File: config.mk
export PLATFORM = sky130hd
export DESIGN_NAME = fios_result_collector
export DESIGN_NICKNAME = d
export VERILOG_FILES = /design/src/rtl/fios_pkg.sv /design/src/rtl/limb_serial_subtractor.sv /design/src/rtl/fios_result_collector.sv
export SDC_FILE = /design/constraint.sdc
export NUM_CORES = 1
export LEC_CHECK = 0
export ABC_AREA = 1
export BUFFER_PORTS_ARGS = -buffer_cell sky130_fd_sc_hd__clkbuf_2
export CAP_MARGIN = 20
export CORE_UTILIZATION = 60
export CTS_CLUSTER_DIAMETER = 120
export DETAILED_ROUTE_END_ITERATION = 12
export GPL_TIMING_DRIVEN = 0
export PLACE_DENSITY = 0.78
export SKIP_LAST_GASP = 1
export SLEW_MARGIN = 20
export SYNTH_ARGS = -nofsm -noshare
export SYNTH_HDL_FRONTEND = slang
export SYNTH_HIERARCHICAL = 1
export SYNTH_SLANG_ARGS = --single-unit
export TNS_END_PERCENT = 100
File: constraint.sdc
create_clock -name clock_i -period 3.4 [get_ports clock_i]
set_clock_uncertainty 0.15 [all_clocks]
set_input_delay 0 -clock clock_i [delete_from_list [all_inputs] [get_ports clock_i]]
set_output_delay 0 -clock clock_i [all_outputs]
set_load 0.005 [all_outputs]
File: src/rtl/fios_pkg.sv
// Shared limb width and collector state encoding for the FIOS result collector.
package fios_pkg;
  localparam int LIMB_WIDTH = 17;

  typedef enum logic [1:0] {
    IDLE,
    COLLECT,
    DRAIN
  } collector_state_t;
endpackage

File: src/rtl/limb_serial_subtractor.sv
// Limb-serial res - p subtractor with a borrow register; used only when FIOS_FINAL_SUB_EN is defined.
module limb_serial_subtractor
  import fios_pkg::*;
(
  input  logic                  clk,
  input  logic                  rst,
  input  logic                  clear,
  input  logic                  enable,
  input  logic [LIMB_WIDTH-1:0] a,
  input  logic [LIMB_WIDTH-1:0] b,
  output logic [LIMB_WIDTH-1:0] diff,
  output logic                  borrow_out
);
  logic                borrow_reg;
  logic [LIMB_WIDTH:0] t;

  // The extra top bit of the difference is the borrow into the next limb.
  assign t          = {1'b0, a} - {1'b0, b} - {{LIMB_WIDTH{1'b0}}, borrow_reg};
  assign diff       = t[LIMB_WIDTH-1:0];
  assign borrow_out = t[LIMB_WIDTH];

  always_ff @(posedge clk or posedge rst) begin
    if (rst) begin
      borrow_reg <= 1'b0;
    end else if (clear) begin
      borrow_reg <= 1'b0;
    end else if (enable) begin
      borrow_reg <= t[LIMB_WIDTH];
    end
  end
endmodule

File: src/rtl/fios_result_collector.sv
// Captures S result limbs from the PE chain and re-emits them under valid/ready (S >= 2).
// FIOS_FINAL_SUB_EN enables the limb-serial final conditional subtraction of p.
module fios_result_collector
  import fios_pkg::*;
#(
  parameter int S = 16
) (
  input  logic                  clock_i,
  input  logic                  reset_i,
  input  logic                  start_i,
  input  logic                  res_valid_i,
  input  logic [LIMB_WIDTH-1:0] res_i,
  input  logic [LIMB_WIDTH-1:0] p_i,
  input  logic                  out_ready_i,
  output logic                  out_valid_o,
  output logic [LIMB_WIDTH-1:0] out_data_o,
  output logic                  out_last_o,
  output logic                  busy_o,
  output logic                  done_o
);
  localparam int CNT_W = (S > 1) ? $clog2(S) : 1;
  localparam logic [CNT_W-1:0] LAST_IDX = CNT_W'(S - 1);

  collector_state_t state_reg, state_next;

  logic [CNT_W-1:0]      in_idx_reg;
  logic [CNT_W-1:0]      out_idx_reg;
  logic [CNT_W-1:0]      next_idx;
  logic [LIMB_WIDTH-1:0] out_data_reg;
  logic                  done_reg;
  logic [LIMB_WIDTH-1:0] raw_mem [S];

  logic                  arm;
  logic                  accept;
  logic                  last_accept;
  logic                  handshake;
  logic                  last_handshake;
  logic [LIMB_WIDTH-1:0] first_limb;
  logic [LIMB_WIDTH-1:0] next_limb;

  assign accept         = (state_reg == COLLECT) && res_valid_i;
  assign last_accept    = accept && (in_idx_reg == LAST_IDX);
  assign out_valid_o    = (state_reg == DRAIN);
  assign out_last_o     = out_valid_o && (out_idx_reg == LAST_IDX);
  assign handshake      = out_valid_o && out_ready_i;
  assign last_handshake = handshake && out_last_o;
  assign next_idx       = out_last_o ? '0 : out_idx_reg + 1'b1;
  assign out_data_o     = out_data_reg;
  assign busy_o         = (state_reg != IDLE);
  assign done_o         = done_reg;

  always_comb begin
    state_next = state_reg;
    arm        = 1'b0;
    case (state_reg)
      IDLE: begin
        if (start_i) begin
          state_next = COLLECT;
          arm        = 1'b1;
        end
      end
      COLLECT: begin
        if (last_accept) state_next = DRAIN;
      end
      DRAIN: begin
        if (last_handshake) state_next = IDLE;
      end
      default: state_next = IDLE;
    endcase
  end

  always_ff @(posedge clock_i or posedge reset_i) begin
    if (reset_i) begin
      state_reg    <= IDLE;
      in_idx_reg   <= '0;
      out_idx_reg  <= '0;
      out_data_reg <= '0;
      done_reg     <= 1'b0;
    end else begin
      state_reg <= state_next;
      done_reg  <= last_handshake;
      if (arm) begin
        in_idx_reg <= '0;
      end else if (accept) begin
        in_idx_reg <= in_idx_reg + 1'b1;
      end
      // Output limb is pre-read one cycle ahead so the RAM read stays registered.
      if (last_accept) begin
        out_idx_reg  <= '0;
        out_data_reg <= first_limb;
      end else if (handshake) begin
        out_idx_reg  <= next_idx;
        out_data_reg <= next_limb;
      end
    end
  end

  always_ff @(posedge clock_i) begin
    if (accept) raw_mem[in_idx_reg] <= res_i;
  end

`ifdef FIOS_FINAL_SUB_EN
  logic [LIMB_WIDTH-1:0] diff_mem [S];
  logic [LIMB_WIDTH-1:0] diff_limb;
  logic                  borrow_next;
  logic                  sel_reg;
  logic                  sel_next;

  limb_serial_subtractor u_subtractor (
    .clk        (clock_i),
    .rst        (reset_i),
    .clear      (arm),
    .enable     (accept),
    .a          (res_i),
    .b          (p_i),
    .diff       (diff_limb),
    .borrow_out (borrow_next)
  );

  always_ff @(posedge clock_i) begin
    if (accept) diff_mem[in_idx_reg] <= diff_limb;
  end

  // No borrow out of the top limb means res >= p, so the difference is the result.
  assign sel_next = ~borrow_next;

  always_ff @(posedge clock_i or posedge reset_i) begin
    if (reset_i) begin
      sel_reg <= 1'b0;
    end else if (last_accept) begin
      sel_reg <= sel_next;
    end
  end

  assign first_limb = sel_next ? diff_mem[0] : raw_mem[0];
  assign next_limb  = sel_reg ? diff_mem[next_idx] : raw_mem[next_idx];
`else
  logic unused_p;

  assign unused_p   = ^p_i;
  assign first_limb = raw_mem[0];
  assign next_limb  = raw_mem[next_idx];
`endif
endmodule

==> Yosys cells after proc, flatten, opt, wreduce, memory -nomap -nowiden <==
Memories as Yosys holds them, arrays and structs flattened.
Index checks and enable logic that the tools add are counted.
{ "op_classes": {"addsub": 2, "eq_ne": 7, "mux": 15, "reduce_logical": 10} }
{ "op_table": {"columns": ["operator", "count"], "rows": [
  ["two-way mux 17 bit", 2],
  ["two-way mux 4 bit", 5],
  ["adder 4 x 1 -> 4 bit, second input constant", 2],
  ["== test 4 bit, second input constant", 2],
  ["two-way mux 2 bit", 3],
  ["case mux 2 bit (3 select lines)", 1],
  ["nonzero test 2 bit", 3],
  ["logical AND 1 bit", 5],
  ["two-way mux 1 bit", 4],
  ["!= test 2 bit, second input constant", 2],
  ["AND reduction 3 bit", 1],
  ["== test 2 x 1 -> 1 bit, second input constant", 1],
  ["== test 2 bit, second input constant", 1],
  ["zero test 2 bit", 1],
  ["!= test 2 x 1 -> 1 bit, second input constant", 1]
]} }
{ "totals": {"reg_bits": 28, "mem_bits_rw": 272, "wordCells": 40, "n_memories": 1} }
{ "mem_list": {"columns": ["name", "depth", "word_bits", "read_ports", "rd_ports_with_merged_regs", "wr", "line", "rtl"], "rows": [
  ["raw_mem", 16, 17, 2, 0, 1, "fios_result_collector.sv:31", "logic [LIMB_WIDTH-1:0] raw_mem [S];"]
]} }

==> Logic depth before layout (Yosys ltp) <==
An unclocked memory read counts as a cell.
{ "depth": {"word_depth": 6, "mapped_depth": 13} }

==> Worst setup path before layout <==
Ideal clock, no wire load.
{ "synth_timing": {"path_kind": "flip-flop to flip-flop", "startpoint": "register state_reg[1]", "endpoint": "memory raw_mem[7][0] (enable)", "setup_ps": 412, "arrival_ps": 1929, "t_required_ps": 2838, "slack_ps": 908, "stages_incl_launch_ff": 6, "cell_sequence": "dfrtp_1 > inv_1 > nand2_1 > nor2_4 > nand2_2 > nor3_1"} }
{ "synth_via": {"elab_chain_len": 4} }
{ "synth_lines": {"columns": ["item", "line", "rtl"], "rows": [
  ["start, declared", "fios_result_collector.sv:24", "collector_state_t state_reg, state_next;"],
  ["start signal, assigned", "fios_result_collector.sv:80", "state_reg <= state_next;"],
  ["== test 2 x 1 -> 1 bit", "fios_result_collector.sv:41", "assign accept = (state_reg == COLLECT) && res_valid_i;"],
  ["logical AND 1 bit", "fios_result_collector.sv:41", null],
  ["two-way mux 1 bit", "fios_result_collector.sv:99", "if (accept) raw_mem[in_idx_reg] <= res_i;"],
  ["two-way mux 1 bit (not written as such)", "fios_result_collector.sv:99", null],
  ["end, declared", "fios_result_collector.sv:31", null]
]} }
Every way passes these cells.

==> Worst setup path in the final report <==
{ "layout_timing": {"startpoint": "register in_idx_reg[0]", "endpoint": "register out_data_reg[3] (netlist: out_data_o[3])"} }
{ "layout_via": {"elab_chain_len": 3} }
{ "layout_lines": {"columns": ["item", "line", "rtl"], "rows": [
  ["start, declared", "fios_result_collector.sv:26", "logic [CNT_W-1:0] in_idx_reg;"],
  ["start signal, assigned", "fios_result_collector.sv:85", "in_idx_reg <= in_idx_reg + 1'b1;"],
  ["== test 4 bit (*)", "fios_result_collector.sv:42", "assign last_accept = accept && (in_idx_reg == LAST_IDX);"],
  ["logical AND 1 bit (*)", "fios_result_collector.sv:42", null],
  ["two-way mux 17 bit or nonzero test 2 bit (tied branches)", null, null],
  ["end signal, assigned", "fios_result_collector.sv:90", "out_data_reg <= first_limb;"],
  ["end signal, assigned", "fios_result_collector.sv:93", "out_data_reg <= next_limb;"],
  ["end, declared", "fios_result_collector.sv:29", "logic [LIMB_WIDTH-1:0] out_data_reg;"]
]} }
Mark *: on every way between the ends. The rest lies on a longest branch, timed or not.
A chain may end at the register's enable or synchronous reset.

==> flow_metrics.py <==
metrics = {
    "clocking": {
        "cts_made_buffers": 29,
        "root_buffer": "clkbuf_16",
        "clk_latency_ns": 0.54,
        "cts_buffer_depth": 3,
        "cts_sinks": 300,
        "cts_resized": 0,
        "cts_tree": "done",
        "ctsHtreeMaxLevel": 1,
        "cts.clk_slew.worst_paths_ns": 0.07,
    },
    "logic_synthesis": {
        "synth_area_per_cell_um2": 11.5,
        "synth_cell_types": 28,
        "yosysWarnings": 6,
        "dominantRegCellSynth": "edfxtp_1",
        "synth_seq_area_share_pct": 71.5,
        "ys_ff_latch": 300,
        "netlist_instances": 1082,
        "async_flop_share_pct": 9.33,
        "syn_area_um2": 12400,
        "syn_nets": 1126,
        "synth_edf_count": 272,
    },
    "sta": {
        "setup_violations": 0,
        "tightest_slew_ns": 1.13,
        "max_freq_ghz": 0.326,
        "rsz0062_at_grt": "no",
        "post-route-period-util_pct": 90.3,
        "relSlewSlack_pct": 24.3,
        "fin_crit_ns": 3.07,
        "finalHoldViolCount": 0,
        "report.final.slew_viol_count": 0,
    },
    "placement": {
        "placed_area_um2": 13200,
        "io_buffers": 42,
        "place_hpwl_um": 19900,
        "routabilityCongestion": 0.890,
    },
    "power_and_ir_drop": {
        "irDropWorstVdd_uv": 698,
        "powerDensity_nw_per_um2": 917,
        "leakagePower_nw": 5.51,
    },
    "layout": {
        "top_register": "raw_mem",
        "largest_reg_flops": 272,
        "area_delta_synth_final_pct": 15.5,
        "fill_cells": 1345,
        "drive_gt1_share_pct": 12.4,
        "multiInputGateArea_um2": 3010,
        "diodes": 0,
        "nets": 1226,
        "seqCellArea_um2": 8870,
        "final_core_util_pct": 70.8,
        "final_area_um2": 14300,
    },
    "die": {
        "num_io_pins": 60,
        "start_util_pct": 61.3,
        "die_area_um2": 21300,
        "num_rows": 52,
        "die_y_um": 146,
        "core_um2": 20200,
        "die_w_um": 146,
    },
    "global_routing": {
        "grt_max_degree": 22,
        "grt_usage_pct": 31.8,
        "grt_pass1_vias": 8611,
        "antenna_found_initial": 0,
        "grt_pass1_wl_um": 49700,
        "overflow": 0,
    },
    "worst_setup_path": {
        "cp.arrival_ns": 3.35,
        "crit_type": "reg -> reg",
        "cp_max_fo": 21,
        "cp-start-kind": "flip-flop",
        "worstSetupEndpointType": "flip-flop",
        "required_ns": 3.68,
    },
    "detailed_routing": {
        "dr.first_iter.drc_count": 1115,
        "drt-total-wl_um": 33600,
        "wire_per_inst_um": 22.8,
        "drc": 0,
        "dr.pass1.iters": 5,
        "viasPerCell": 6.00,
        "vias": 8839,
        "antenna_left": 0,
    },
    "run_status": {
        "status": "finished clean",
    },
    "run": {
        "maxCapViolations": 0,
    },
    "worst_hold_path": {
        "hp-class": "in -> reg",
    },
}
metal layers:
layer	vias to the layer above	part of all wire [%]	global-route usage, %	wire length (um)
met5	-	0	0	0
met4	0	3.9	15.6	1310
met3	108	11	5.89	3760
met2	598	49	52.1	16300
met1	4201	36	41.4	12200
li1	3932	-	-	-
placed cells by master, fill, tap and decap left out, drive strengths merged:
master	count
o21bai	1
ha	5
dlygate4sd3	22
edfxtp	272
bufinv	3
clkbuf	97
clkinv	15
nor2	97
o22ai	2
dfrtp	28
nor3	1
xor2	1
a22o	3
nand3	136
o21ai	83
buf	38
nand3b	9
a21oi	11
inv	97
clkinvlp	3
o211ai	30
nand2	248
nand4	2
cell families after synthesis:
kind of cell / Yosys count / share of synthesized area (%)
DFF: 300 / 71.5
AOI/OAI and AO/OA: 130 / 5.98
xor gates and xnor gates: 1 / 0.0706
and+or+nand+nor: 493 / 16.8
buffers and inverters: 153 / 5.16
adders and majority gates: 5 / 0.504
worst max-delay path, cell delays in order (launching register included):
cell and delay, ns:
dfrtp_1 0.42, ha_1 0.22, nand2_2 0.17, nor2_1 0.09
nand2_2 0.24, clkinv_1 0.95, a22o_1 0.56, nand3b_1 0.15
report_power, final:
part           switching, W  internal (W)  total (W)
logic               0.00378       0.00150    0.00528
registers          0.000185       0.00446    0.00465
clock network       0.00136       0.00185    0.00321
total               0.00532       0.00781     0.0131
per-stage QoR:
stage               worst slack (ns)  cells  hold WS, ns  total power, W  TNS (ns)
floorplan                      0.908   1082      -0.0846         0.00783         0
global placement              -0.548   1394        0.191         0.00951     -9.27
detailed placement             0.587   1399       -0.230         0.00972         0
CTS                            0.551   1474        0.215          0.0129         0
global route                   0.253   1474        0.273          0.0137         0
finish                         0.331   1474        0.227          0.0131         0
cell usage after synthesis, drive strengths merged (2+ instances only):
master / n / share of area (%)
nand3: 136 / 5.5
nand2: 248 / 7.6
inv: 97 / 2.9
buf: 33 / 1.5
dfrtp: 28 / 5.6
a21oi: 11 / 0.44
o21ai: 83 / 3.3
nor2: 97 / 3.0
ha: 5 / 0.50
o22ai: 2 / 0.10
o211ai: 30 / 1.8
clkbuf: 20 / 0.61
nand3b: 9 / 0.54
clkinv: 3 / 0.091
a22o: 3 / 0.21
nand4: 2 / 0.10
edfxtp: 272 / 66
path summary, 6_finish.rpt:
kind	from	endpoint	slack, ns	depth (start not counted)
setup / recovery	in_idx_reg[0]$_DFFE_PP0P_	out_data_o[3]$_DFFE_PP0P_	0.33	7
hold / removal	start_i	state_reg[0]$_DFFE_PP0P_	0.23	4
setup reg to reg	in_idx_reg[0]$_DFFE_PP0P_	out_data_o[3]$_DFFE_PP0P_	0.33	7
hold reg to reg	out_data_o[9]$_DFFE_PP0P_	out_data_o[9]$_DFFE_PP0P_	0.33	2
max in group asynchronous	reset_i	out_data_o[8]$_DFFE_PP0P_	2.36	5
min in group asynchronous	reset_i	in_idx_reg[1]$_DFFE_PP0P_	0.31	4
final cells by class:
cell class                 instances  area share [%]
buffer                            53            1.85
clock buffer                      35            5.43
clock inverter                    18            1.19
inverter                         100            2.62
multi-input combinational        629            21.0
sequential                       300            61.9
tap                              270            2.36
timing repair buffer              69            3.63
repair_timing:
action,4_1_cts,5_1_grt
endpoints found under the setup margin,0,0
endpoints found under the hold margin,315,0
hold buffers,22,0
buffers inserted,0,0
Power figures use the tool's default switching activity.
